## src/rtl/a_b_and_alu_pkg.sv

```systemverilog
// Shared definitions for the A/B operand and ALU datapath slice.
// Contents: datapath width, A-mux constant, ALU operation codes and the
// A-mux / B-mux select encodings used by the top level and the ALU.
package a_b_and_alu_pkg;

    localparam int WIDTH = 16;
    localparam logic [WIDTH-1:0] CONST_A7_DEFAULT = 16'h00F0;

    typedef enum logic [2:0] {
        ALU_AND   = 3'd0,
        ALU_OR    = 3'd1,
        ALU_NOR   = 3'd2,
        ALU_ADD   = 3'd3,
        ALU_SUB   = 3'd4,
        ALU_SLT   = 3'd5,
        ALU_XOR   = 3'd6,
        ALU_PASSB = 3'd7
    } alu_op_e;

    typedef enum logic [2:0] {
        ASEL_PC    = 3'd0,
        ASEL_AREG  = 3'd1,
        ASEL_ZERO  = 3'd2,
        ASEL_READ1 = 3'd3,
        ASEL_C     = 3'd4,
        ASEL_EXT   = 3'd5,
        ASEL_ONE   = 3'd6,
        ASEL_CONST = 3'd7
    } asel_e;

    typedef enum logic [1:0] {
        BSEL_BREG  = 2'd0,
        BSEL_EXT   = 2'd1,
        BSEL_SHIFT = 2'd2,
        BSEL_ONE   = 2'd3
    } bsel_e;

endpackage

```

## src/rtl/a_b_and_alu_if.sv

```systemverilog
// Operand/control/result bundle for the A/B/ALU datapath slice.
// master: the controller/register-file side driving operands and controls.
// slave: the datapath slice, returning ALUOut, ALUOutReg, Zero and OverFlow.
interface a_b_and_alu_if;
    import a_b_and_alu_pkg::*;

    logic [WIDTH-1:0] PC;
    logic [WIDTH-1:0] A;
    logic [WIDTH-1:0] B;
    logic [WIDTH-1:0] Read1;
    logic [WIDTH-1:0] C;
    logic [WIDTH-1:0] ExType;
    logic [WIDTH-1:0] Shifter;
    logic             AWrite;
    logic             BWrite;
    logic             ALUOutWrite;
    logic [2:0]       ALUAinput;
    logic [1:0]       ALUBinput;
    logic [2:0]       ALUOp;
    logic [WIDTH-1:0] ALUOut;
    logic [WIDTH-1:0] ALUOutReg;
    logic             Zero;
    logic             OverFlow;

    modport master (
        output PC, A, B, Read1, C, ExType, Shifter,
        output AWrite, BWrite, ALUOutWrite, ALUAinput, ALUBinput, ALUOp,
        input  ALUOut, ALUOutReg, Zero, OverFlow
    );

    modport slave (
        input  PC, A, B, Read1, C, ExType, Shifter,
        input  AWrite, BWrite, ALUOutWrite, ALUAinput, ALUBinput, ALUOp,
        output ALUOut, ALUOutReg, Zero, OverFlow
    );

endinterface

```

## src/rtl/a_b_and_alu_alu16.sv

```systemverilog
// 16-bit ALU: AND/OR/NOR/ADD/SUB/SLT/XOR/pass-Y with zero and signed-overflow flags.
// Latency: purely combinational.
// Ports: x, y operands; op operation code; result, zero, overflow outputs.
module alu16
    import a_b_and_alu_pkg::*;
(
    input  logic [WIDTH-1:0] x,
    input  logic [WIDTH-1:0] y,
    input  logic [2:0]       op,
    output logic [WIDTH-1:0] result,
    output logic             zero,
    output logic             overflow
);

    logic [WIDTH-1:0] sum;
    logic [WIDTH-1:0] diff;
    logic             slt;

    // Carry-out is intentionally dropped: arithmetic wraps modulo 2^WIDTH.
    assign sum  = x + y;
    assign diff = x - y;
    // Direct signed compare, so SLT stays correct even when x-y overflows.
    assign slt  = ($signed(x) < $signed(y));

    always_comb begin
        result   = '0;
        overflow = 1'b0;
        case (alu_op_e'(op))
            ALU_AND:   result = x & y;
            ALU_OR:    result = x | y;
            ALU_NOR:   result = ~(x | y);
            ALU_ADD: begin
                result   = sum;
                overflow = (x[WIDTH-1] == y[WIDTH-1]) && (sum[WIDTH-1] != x[WIDTH-1]);
            end
            ALU_SUB: begin
                result   = diff;
                overflow = (x[WIDTH-1] != y[WIDTH-1]) && (diff[WIDTH-1] != x[WIDTH-1]);
            end
            ALU_SLT:   result = {{(WIDTH-1){1'b0}}, slt};
            ALU_XOR:   result = x ^ y;
            ALU_PASSB: result = y;
            default:   result = '0;
        endcase
    end

    assign zero = (result == '0);

endmodule

```

## src/rtl/a_b_and_alu.sv

```systemverilog
// Operand latch + ALU slice: A/B operand registers, 8:1 A-mux, 4:1 B-mux, ALU, ALUOutReg.
// Latency: ALUOut/Zero/OverFlow combinational; ALUOutReg one cycle after ALUOutWrite.
// Ports: Clock, async active-low Reset_n, and the slave side of a_b_and_alu_if.
module a_b_and_alu
    import a_b_and_alu_pkg::*;
#(
    parameter logic [WIDTH-1:0] CONST_A7 = CONST_A7_DEFAULT
) (
    input  logic           Clock,
    input  logic           Reset_n,
    a_b_and_alu_if.slave   bus
);

    logic [WIDTH-1:0] areg_q,        areg_d;
    logic [WIDTH-1:0] breg_q,        breg_d;
    logic [WIDTH-1:0] alu_out_reg_q, alu_out_reg_d;

    logic [WIDTH-1:0] alu_x;
    logic [WIDTH-1:0] alu_y;
    logic [WIDTH-1:0] alu_result;
    logic             alu_zero;
    logic             alu_overflow;

    // A-mux
    always_comb begin
        alu_x = '0;
        case (asel_e'(bus.ALUAinput))
            ASEL_PC:    alu_x = bus.PC;
            ASEL_AREG:  alu_x = areg_q;
            ASEL_ZERO:  alu_x = '0;
            ASEL_READ1: alu_x = bus.Read1;
            ASEL_C:     alu_x = bus.C;
            ASEL_EXT:   alu_x = bus.ExType;
            ASEL_ONE:   alu_x = {{(WIDTH-1){1'b0}}, 1'b1};
            ASEL_CONST: alu_x = CONST_A7;
            default:    alu_x = '0;
        endcase
    end

    // B-mux
    always_comb begin
        alu_y = '0;
        case (bsel_e'(bus.ALUBinput))
            BSEL_BREG:  alu_y = breg_q;
            BSEL_EXT:   alu_y = bus.ExType;
            BSEL_SHIFT: alu_y = bus.Shifter;
            BSEL_ONE:   alu_y = {{(WIDTH-1){1'b0}}, 1'b1};
            default:    alu_y = '0;
        endcase
    end

    alu16 u_alu (
        .x        (alu_x),
        .y        (alu_y),
        .op       (bus.ALUOp),
        .result   (alu_result),
        .zero     (alu_zero),
        .overflow (alu_overflow)
    );

    // Independent load enables; a disabled register holds its value.
    always_comb begin
        areg_d        = areg_q;
        breg_d        = breg_q;
        alu_out_reg_d = alu_out_reg_q;
        if (bus.AWrite)      areg_d        = bus.A;
        if (bus.BWrite)      breg_d        = bus.B;
        if (bus.ALUOutWrite) alu_out_reg_d = alu_result;
    end

    always_ff @(posedge Clock or negedge Reset_n) begin
        if (!Reset_n) begin
            areg_q        <= '0;
            breg_q        <= '0;
            alu_out_reg_q <= '0;
        end else begin
            areg_q        <= areg_d;
            breg_q        <= breg_d;
            alu_out_reg_q <= alu_out_reg_d;
        end
    end

    assign bus.ALUOut    = alu_result;
    assign bus.ALUOutReg = alu_out_reg_q;
    assign bus.Zero      = alu_zero;
    assign bus.OverFlow  = alu_overflow;

endmodule

```

## src/flat_wrapper.sv

```systemverilog
// flat-port wrapper written by rule: the top's interface ports become plain ports
module a_b_and_alu_flat import a_b_and_alu_pkg::*;
#(
    parameter logic [WIDTH-1:0] CONST_A7 = CONST_A7_DEFAULT
)
  (Clock, Reset_n, bus_PC, bus_A, bus_B, bus_Read1, bus_C, bus_ExType, bus_Shifter, bus_AWrite, bus_BWrite, bus_ALUOutWrite, bus_ALUAinput, bus_ALUBinput, bus_ALUOp, bus_ALUOut, bus_ALUOutReg, bus_Zero, bus_OverFlow);
  a_b_and_alu_if bus_i ();
  input  logic Clock;
  input  logic Reset_n;
  input wire logic [$bits(bus_i.PC)-1:0] bus_PC;
  input wire logic [$bits(bus_i.A)-1:0] bus_A;
  input wire logic [$bits(bus_i.B)-1:0] bus_B;
  input wire logic [$bits(bus_i.Read1)-1:0] bus_Read1;
  input wire logic [$bits(bus_i.C)-1:0] bus_C;
  input wire logic [$bits(bus_i.ExType)-1:0] bus_ExType;
  input wire logic [$bits(bus_i.Shifter)-1:0] bus_Shifter;
  input wire logic [$bits(bus_i.AWrite)-1:0] bus_AWrite;
  input wire logic [$bits(bus_i.BWrite)-1:0] bus_BWrite;
  input wire logic [$bits(bus_i.ALUOutWrite)-1:0] bus_ALUOutWrite;
  input wire logic [$bits(bus_i.ALUAinput)-1:0] bus_ALUAinput;
  input wire logic [$bits(bus_i.ALUBinput)-1:0] bus_ALUBinput;
  input wire logic [$bits(bus_i.ALUOp)-1:0] bus_ALUOp;
  output wire logic [$bits(bus_i.ALUOut)-1:0] bus_ALUOut;
  output wire logic [$bits(bus_i.ALUOutReg)-1:0] bus_ALUOutReg;
  output wire logic [$bits(bus_i.Zero)-1:0] bus_Zero;
  output wire logic [$bits(bus_i.OverFlow)-1:0] bus_OverFlow;
  assign bus_i.PC = bus_PC;
  assign bus_i.A = bus_A;
  assign bus_i.B = bus_B;
  assign bus_i.Read1 = bus_Read1;
  assign bus_i.C = bus_C;
  assign bus_i.ExType = bus_ExType;
  assign bus_i.Shifter = bus_Shifter;
  assign bus_i.AWrite = bus_AWrite;
  assign bus_i.BWrite = bus_BWrite;
  assign bus_i.ALUOutWrite = bus_ALUOutWrite;
  assign bus_i.ALUAinput = bus_ALUAinput;
  assign bus_i.ALUBinput = bus_ALUBinput;
  assign bus_i.ALUOp = bus_ALUOp;
  assign bus_ALUOut = bus_i.ALUOut;
  assign bus_ALUOutReg = bus_i.ALUOutReg;
  assign bus_Zero = bus_i.Zero;
  assign bus_OverFlow = bus_i.OverFlow;
  a_b_and_alu #(.CONST_A7(CONST_A7)) u_core (.Clock(Clock), .Reset_n(Reset_n), .bus(bus_i));
endmodule
```

## config.mk

```make
export PLATFORM = sky130hd
export DESIGN_NAME = a_b_and_alu_flat
export DESIGN_NICKNAME = d
export VERILOG_FILES = /design/src/rtl/a_b_and_alu_pkg.sv /design/src/rtl/a_b_and_alu_if.sv /design/src/rtl/a_b_and_alu_alu16.sv /design/src/rtl/a_b_and_alu.sv /design/src/flat_wrapper.sv
export SDC_FILE = /design/constraint.sdc
export NUM_CORES = 1
export LEC_CHECK = 0
export CORE_ASPECT_RATIO = 0.5
export CORE_MARGIN = 10
export CORE_UTILIZATION = 60
export DETAILED_ROUTE_END_ITERATION = 10
export DONT_BUFFER_PORTS = 1
export PLACE_DENSITY = 0.76
export SKIP_CTS_REPAIR_TIMING = 1
export SLEW_MARGIN = 15
export SYNTH_ARGS = -nofsm -noshare
export SYNTH_HDL_FRONTEND = slang
export SYNTH_SLANG_ARGS = --single-unit
```

## constraint.sdc

```tcl
create_clock -name Clock -period 6.6 [get_ports Clock]
set_input_delay 1.32 -clock Clock [delete_from_list [all_inputs] [get_ports Clock]]
set_output_delay 1.32 -clock Clock [all_outputs]
set_load 0.05 [all_outputs]
```

==> summary.txt, run 1 <==
Status
  • Outcome: complete, no violations

Critical path
  • Critical Path Sink Type: output port
  • Critical Path AT: just over 5000 ps
  • CP Class: in -> out
  • R2R Setup Slk: 2450 ps
  • Required @ worst endpoint: around 5300 ps
  • CP Max Fanout: 38
  • CP Launch Type: input port

Floorplanning
  • Die width: between 150 and 200 um
  • CORE AREA: 9450 um2
  • Full die area: approximately 14,000 um2
  • Initial Utilization: about three fifths
  • I/O pins: between 150 and 200
  • Rows: 25
  • Die height: approximately 90 um

Clock tree
  • CTS tree: built
  • Sink Count: 48
  • Maximum root-to-sink buffer count: 2
  • CTS root buf: clkbuf_16
  • Clk Latency, worst-skew pair: 300 ps
  • CTS buffer count: 5
  • Clock Pin Slew Worst Setup and Hold Paths: roughly 60 ps
  • H-tree depth: 2

Logic synthesis
  • Warnings, synthesis: 0
  • Leading post-synthesis cells by cell area: dfrtp_1 (21%), ha_1 (11%), mux2_2 (8.1%)
  • Synth Cell Area: 5830 um2
  • Async set or reset register ratio after synthesis: between 90% and 100%
  • Yosys top cell by area: dfrtp_1
  • Distinct cells, synth: roughly 80
  • Syn Nets: ~900
  • Post-synth top area share: between 20% and 30%
  • Cell count after synthesis: just over 700
  • Seq/Total Area, Yosys: about 20%
  • Yosys reg bits: 48
  • Ys flop type: dfrtp_1
  • Syn avg cell area: 8.03 um2
  • Number of flops mapped to enable cells by yosys: 0

STA
  • Worst slew margin: 43.3%
  • Final Hold Viols: 0
  • Final worst setup slack: between 200 and 250 ps
  • Slew Viols, Final: 0
  • Final setup violating endpoints: 0
  • Slew at the pin closest to its max-slew limit: roughly 840 ps
  • Fmax: between 0.15 and 0.2 GHz
  • Min Tclk post-route: between 6000 and 7000 ps
  • RSZ-0062 raised after global routing: no
  • Max Clock Skew: between 8 and 9 ps
  • Final period utilization: 96.7%

Detailed routing
  • Number of routed nets with antenna violations: 0
  • Drt drc: 0
  • DR WL/cell: around 24 um
  • First-pass iteration count of the detailed router: 5
  • Routed Wire Length: around 20,000 um
  • Vias after detailed routing: approximately 5,600
  • Via density per instance: between 6 and 7
  • Initial DRC Count: roughly 550

Global route
  • Vias in the first global route: 5,308
  • First-pass GRT wire length: around 30,000 um
  • Largest net degree at the start of global routing: 50
  • Antenna violations before repair: 1
  • Total congestion overflow: 0
  • GRT Util Overall: approximately 27%

Place
  • Placed Area: between 5000 and 6000 um2
  • HPWL Detailed: about 16,000 um
  • Pre-CTS WS: ~210 ps
  • Final RePlAce weighted congestion: a little over 1
  • PortBufs: 0

Pwr
  • Comb pwr share: a little under 50%
  • Switching share of total power: between 40% and 50%
  • Power Dens Cells: 229 nW/um2
  • Seq pwr share: about a third
  • Clock power share: about a fifth
  • Pint: between 0.7 and 0.8 mW
  • Psw: approximately 0.67 mW
  • Leakage: roughly 2.7 nW
  • Worst VDD drop: 0.105 mV

Run
  • Max-cap violations: 0

Worst hold path
  • Worst Hold Class: reg -> reg

Cells and area
  • Final nets: ~880
  • Area grow syn2layout: 4.96%
  • Layout cells sized above 1: a little over an eighth
  • Design area: ~6100 um2
[sequential cells by signal (all words and copies together) (netlist names)]
register and count:
u_core.breg_q 16, u_core.bus.ALUOutReg 16, u_core.areg_q 16
[final cells by class]
cell class | count | area (um2)
clock inverters | 2 | 12.5
repair buffers | 21 | 170
multi-input cells | 575 | 4230
well taps | 135 | 169
fillers | 848 | 3330
clock buffers | 5 | 125
diodes | 1 | 2.50
inverters | 55 | 206
flip-flops and latches | 48 | 1200
[per-stage QoR]
| step | power, mW | setup TNS, ps | hold WS, ps | util (%) | cells |
|---|---|---|---|---|---|
| after floorplan | 0.995 | -171 | 473 | - | 726 |
| after global placement | 1.11 | 0 | 489 | 63.3 | 834 |
| after detailed placement | 1.13 | 0 | 494 | 63.3 | 834 |
| after CTS | 1.39 | 0 | 510 | 64.7 | 841 |
| after global routing | 1.47 | 0 | 526 | 64.7 | 841 |
| final | 1.40 | 0 | 507 | 64.8 | 842 |
[per-layer routing]
layer | share of wire, % | vias to the layer above | GRT usage (%)
met5 | 0.035 | - | 0
met4 | 1.2 | 2 | 5.43
met3 | 14 | 25 | 12.1
met2 | 44 | 317 | 42.7
met1 | 41 | 2695 | 33.1
li1 | - | 2592 | -
[power groups by stage]
| stage | combinational (mW) | sequential (mW) | clock, mW |
|---|---|---|---|
| 2_1_floorplan | 0.539 | 0.456 | 0 |
| 3_3_place_gp | 0.649 | 0.464 | 0 |
| 3_5_place_dp | 0.659 | 0.467 | 0 |
| 4_1_cts | 0.663 | 0.460 | 0.270 |
| 5_1_grt | 0.726 | 0.466 | 0.282 |
| 6_report | 0.675 | 0.459 | 0.265 |
[cells in the mapped netlist, drive strengths merged, types with 5 or more instances]
cell type  instances
o21a               7
a31oi             10
a21oi             61
nor2b             12
dfrtp             48
ha                49
nor2              82
a21o               7
a211oi            17
o31ai              5
nor3              14
mux2i             40
mux2              42
buf               25
and2               7
nand2             45
o211ai             5
clkbuf            23
nand2b             8
nand3             11
xnor2              5
o22ai             13
inv               53
o21ai             49
[cells in the final DEF (no fill, tap or decap), types with 7 or more instances in the layout]
cell      Yosys  final
a211oi_1     15     13
nand2b_1      8      8
and2_1        7      7
a21oi_1      60     60
dfrtp_1      48     48
nor3_1       13     12
o21ai_0      47     45
nand2_1      45     45
ha_1         49     49
nand3_1      10     10
a31oi_1       9      9
o21a_1        7      7
buf_4         1     20
mux2i_1      40     40
mux2_2       42     42
o22ai_1      13     13
nor2b_1      10     10
a21o_1        7      7
nor2_1       81     81
inv_1        53     53
[worst max-delay path, stage by stage]
cell       delay, ps
mux4_2           460
nor2_1           100
a21o_1           160
inv_1             70
ha_1             260
fa_1             490
a21oi_1          240
o211ai_1         210
a31oi_1          340
nor3_1           120
a2111oi_1        350
a211oi_2         100
or3_1            330
nor3_1           120
and3_1           220
buf_12           150
[cells by family after synthesis]
logic type	after synthesis	synth area share, %
DFF	48	20.6
muxes	83	15.4
and+or+nand+nor	201	16.4
buffers and inverters	103	7.30
AOI/OAI and AO/OA	231	27.7
adders and majority gates	51	11.2
xor gates and xnor gates	9	1.35
[final timing paths]
kind	cells past startpoint	to	startpoint
worst min-delay path	1	u_core.areg_q[13]	u_core.areg_q[13]
worst min register to register	1	u_core.areg_q[13]	u_core.areg_q[13]
worst max-delay path	16	bus_Zero	bus_ALUAinput[0]
min in group asynchronous	0	u_core.bus.ALUOutReg[9]	Reset_n
max in group asynchronous	0	u_core.breg_q[4]	Reset_n
worst max register to register	17	u_core.bus.ALUOutReg[15]	u_core.areg_q[3]
(Power assumes the default switching activity.)
==> inputs of run 2 (changes only) <==
SYNTH_HIERARCHICAL = 1   (was unset)
==> summary.txt, run 2 <==
Detailed routing
  • Drt drc: 0 (unchanged)
  • Initial DRC Count: 642 (was 549)
  • Number of routed nets with antenna violations: 0 (unchanged)
  • Routed Wire Length: 21,000 um (was 20,000 um)
  • Via density per instance: 6.99 (was 6.69)
  • First-pass iteration count of the detailed router: 5 (unchanged)
  • DR WL/cell: 25.5 um (was 23.7 um)
  • Vias after detailed routing: 5,760 (was 5,631)

Floorplanning
  • I/O pins: 159 (unchanged)
  • Rows: 25 (unchanged)
  • Die height: 90.1 um (was 89.7 um)
  • Die width: 160 um (was 159 um)
  • Initial Utilization: 62.0% (was 61.7%)
  • Full die area: 14,400 um2 (was 14,300 um2)
  • CORE AREA: 9510 um2 (was 9450 um2)

Global route
  • Total congestion overflow: 0 (unchanged)
  • Vias in the first global route: 5,331 (was 5,308)
  • First-pass GRT wire length: 32,000 um (was 30,500 um)
  • GRT Util Overall: 27.5% (was 26.8%)
  • Largest net degree at the start of global routing: 49 (was 50)
  • Antenna violations before repair: 1 (unchanged)

Critical path
  • CP Class: in -> out (unchanged)
  • R2R Setup Slk: 2510 ps (was 2450 ps)
  • CP Max Fanout: 14 (was 38)
  • Reg2reg path depth: 16 (was 17)
  • Required @ worst endpoint: 5280 ps (about the same)
  • Critical Path Sink Type: output port (unchanged)
  • RR Endpoint: u_core/bus.ALUOutReg[13] (was u_core.bus.ALUOutReg[15])
  • Reg-to-reg startpoint: u_core/areg_q[6] (was u_core.areg_q[3])
  • Critical Path AT: 5060 ps (about the same)
  • CP Launch Type: input port (unchanged)

Pwr
  • Seq pwr share: 32.6% (was 32.8%)
  • Pint: 0.748 mW (was 0.732 mW)
  • Switching share of total power: 47.6% (was 47.7%)
  • Comb pwr share: 47.7% (was 48.2%)
  • Psw: 0.680 mW (was 0.668 mW)
  • Leakage: 2.74 nW (was 2.68 nW)
  • Clock power share: 19.7% (was 19.0%)
  • Power Dens Cells: 230 nW/um2 (was 229 nW/um2)
  • Worst VDD drop: 0.128 mV (was 0.105 mV)

Clock tree
  • CTS tree: built (unchanged)
  • Sink Count: 48 (unchanged)
  • CTS root buf: clkbuf_16 (unchanged)
  • Maximum root-to-sink buffer count: 2 (unchanged)
  • Clock Pin Slew Worst Setup and Hold Paths: 70 ps (was 60 ps)
  • Clk Latency, worst-skew pair: 300 ps (about the same)
  • H-tree depth: 2 (unchanged)
  • CTS buffer count: 5 (unchanged)

Place
  • Final RePlAce weighted congestion: 0.983 (was 1.01)
  • HPWL Detailed: 16,400 um (was 15,800 um)
  • PortBufs: 0 (unchanged)

STA
  • Final setup violating endpoints: 0 (unchanged)
  • Max Clock Skew: 9.55 ps (was 8.78 ps)
  • Min Tclk post-route: 6380 ps (about the same)
  • Setup TNS: 0 ps (unchanged)
  • RSZ-0062 raised after global routing: no (unchanged)
  • Slew at the pin closest to its max-slew limit: 1150 ps (was 842 ps)
  • Fmax: 0.157 GHz (about the same)
  • Final Hold Viols: 0 (unchanged)
  • Worst slew margin: 22.8% (was 43.3%)
  • Final period utilization: 96.6% (was 96.7%)
  • Hold slack: 487 ps (was 507 ps)
  • Slew Viols, Final: 0 (unchanged)

Logic synthesis
  • Yosys reg bits: 48 (unchanged)
  • Synth Cell Area: 5890 um2 (was 5830 um2)
  • Warnings, synthesis: 6 (was 0)
  • Top post-synthesis cells by count: nor2_1 (56), mux2i_1 (55), ha_1 (50), inv_1 (49), dfrtp_1 (48) (was nor2_1 (81), a21oi_1 (60), inv_1 (53), ha_1 (49), dfrtp_1 (48))
  • Syn avg cell area: 8.36 um2 (was 8.03 um2)
  • Ys flop type: dfrtp_1 (unchanged)
  • Post-synth top area share: 20.4% (was 20.6%)
  • Number of flops mapped to enable cells by yosys: 0 (unchanged)
  • Syn Nets: 882 (was 902)
  • Leading post-synthesis cells by cell area: dfrtp_1 (20%), ha_1 (11%), mux2i_1 (9.3%) (was dfrtp_1 (21%), ha_1 (11%), mux2_2 (8.1%))
  • Async set or reset register ratio after synthesis: 100% (unchanged)
  • Cell count after synthesis: 705 (was 726)
  • Yosys top cell by area: dfrtp_1 (unchanged)
  • Most frequent cell after synthesis: nor2_1 (unchanged)
  • Distinct cells, synth: 80 (was 81)
  • Seq/Total Area, Yosys: 20.4% (was 20.6%)

Cells and area
  • Fillcell total: 863 (was 848)
  • Layout cells sized above 1: 11.5% (was 13.6%)
  • Most frequent cells in the layout: nor2_1 (56), mux2i_1 (55), inv_1 (49), ha_1 (49), dfrtp_1 (48) (was nor2_1 (81), a21oi_1 (60), inv_1 (53), ha_1 (49), dfrtp_1 (48))
  • Most common cell after layout, fill and taps aside: nor2_1 (unchanged)
  • Final nets: 865 (was 882)
  • Area grow syn2layout: 5.14% (was 4.96%)
  • Antenna cell count: 0 (was 1)

Worst hold path
  • Hold path cells: 1 (unchanged)
  • Hold Path End: u_core/areg_q[10] (was u_core.areg_q[13])
  • Worst Hold Class: reg -> reg (unchanged)
  • Source of the worst hold timing path: u_core/areg_q[10] (was u_core.areg_q[13])

Status
  • Outcome: complete, no violations (unchanged)

Run
  • Max-cap violations: 0 (unchanged)
run 2: worst max-delay path, stage by stage:
cell      delay [ps]
nand2b_1         390
o22ai_1          150
a21boi_1         360
inv_1             80
ha_1             310
buf_4            190
nor2_1           260
o211ai_1         220
a21oi_1          290
nor2_1           150
o41ai_1          290
a21oi_1          150
and2_1           180
o221a_2          270
nor4_4           260
buf_12           180
run 2: kinds of logic after synthesis:
family	share of synthesized area (%)
buf+inv	7.81
compound gates	26.1
simple gates	15.1
flops	20.4
xor+xnor	0.595
mux	18.7
fa+ha+maj	11.3
run 2: layout make-up:
class	instances	area [um2]	area share, %
inverters	50	188	3.03
multi-input cells	560	4290	69.2
well taps	135	169	2.73
clock inverters	2	13.8	0.222
clock buffers	6	139	2.24
flip-flops and latches	48	1200	19.4
repair buffers	23	198	3.19
run 2: metrics by stage:
step	util (%)	instances	worst slack [ps]	power, mW	area [um2]
2_1_floorplan	-	705	45.6	0.988	5900
3_3_place_gp	63.3	816	330	1.12	6020
3_5_place_dp	63.3	816	218	1.13	6020
4_1_cts	64.9	824	216	1.41	6170
5_1_grt	65.2	824	17.8	1.49	6200
6_report	65.2	824	224	1.43	6200
run 2: routing by layer:
layer	up-vias	routed length (um)	GRT usage [%]
met1	2772	8470	35.5
met5	-	7	0
met2	403	9180	41.4
met4	2	349	6.31
met3	32	3040	11.8
li1	2551	-	-
run 2: power groups by stage:
stage / sequential [mW] / combinational (mW) / clock, mW
finish: 0.465 / 0.682 / 0.281
global route: 0.472 / 0.730 / 0.293
CTS: 0.467 / 0.661 / 0.282
detailed placement: 0.473 / 0.658 / 0
global placement: 0.470 / 0.650 / 0
floorplan: 0.461 / 0.527 / 0
run 2: worst max path at each step:
stage          cells after the start  slack [ps]  endpoint        startpoint
6_report                          16         220  bus_Zero  bus_ALUAinput[1]
5_1_grt                           16          20  bus_Zero  bus_ALUBinput[0]
4_1_cts                           16         220  bus_Zero  bus_ALUBinput[0]
3_5_place_dp                      16         220  bus_Zero  bus_ALUBinput[0]
3_3_place_gp                      16         330  bus_Zero  bus_ALUBinput[0]
2_1_floorplan                     18          50  bus_Zero  bus_ALUBinput[1]
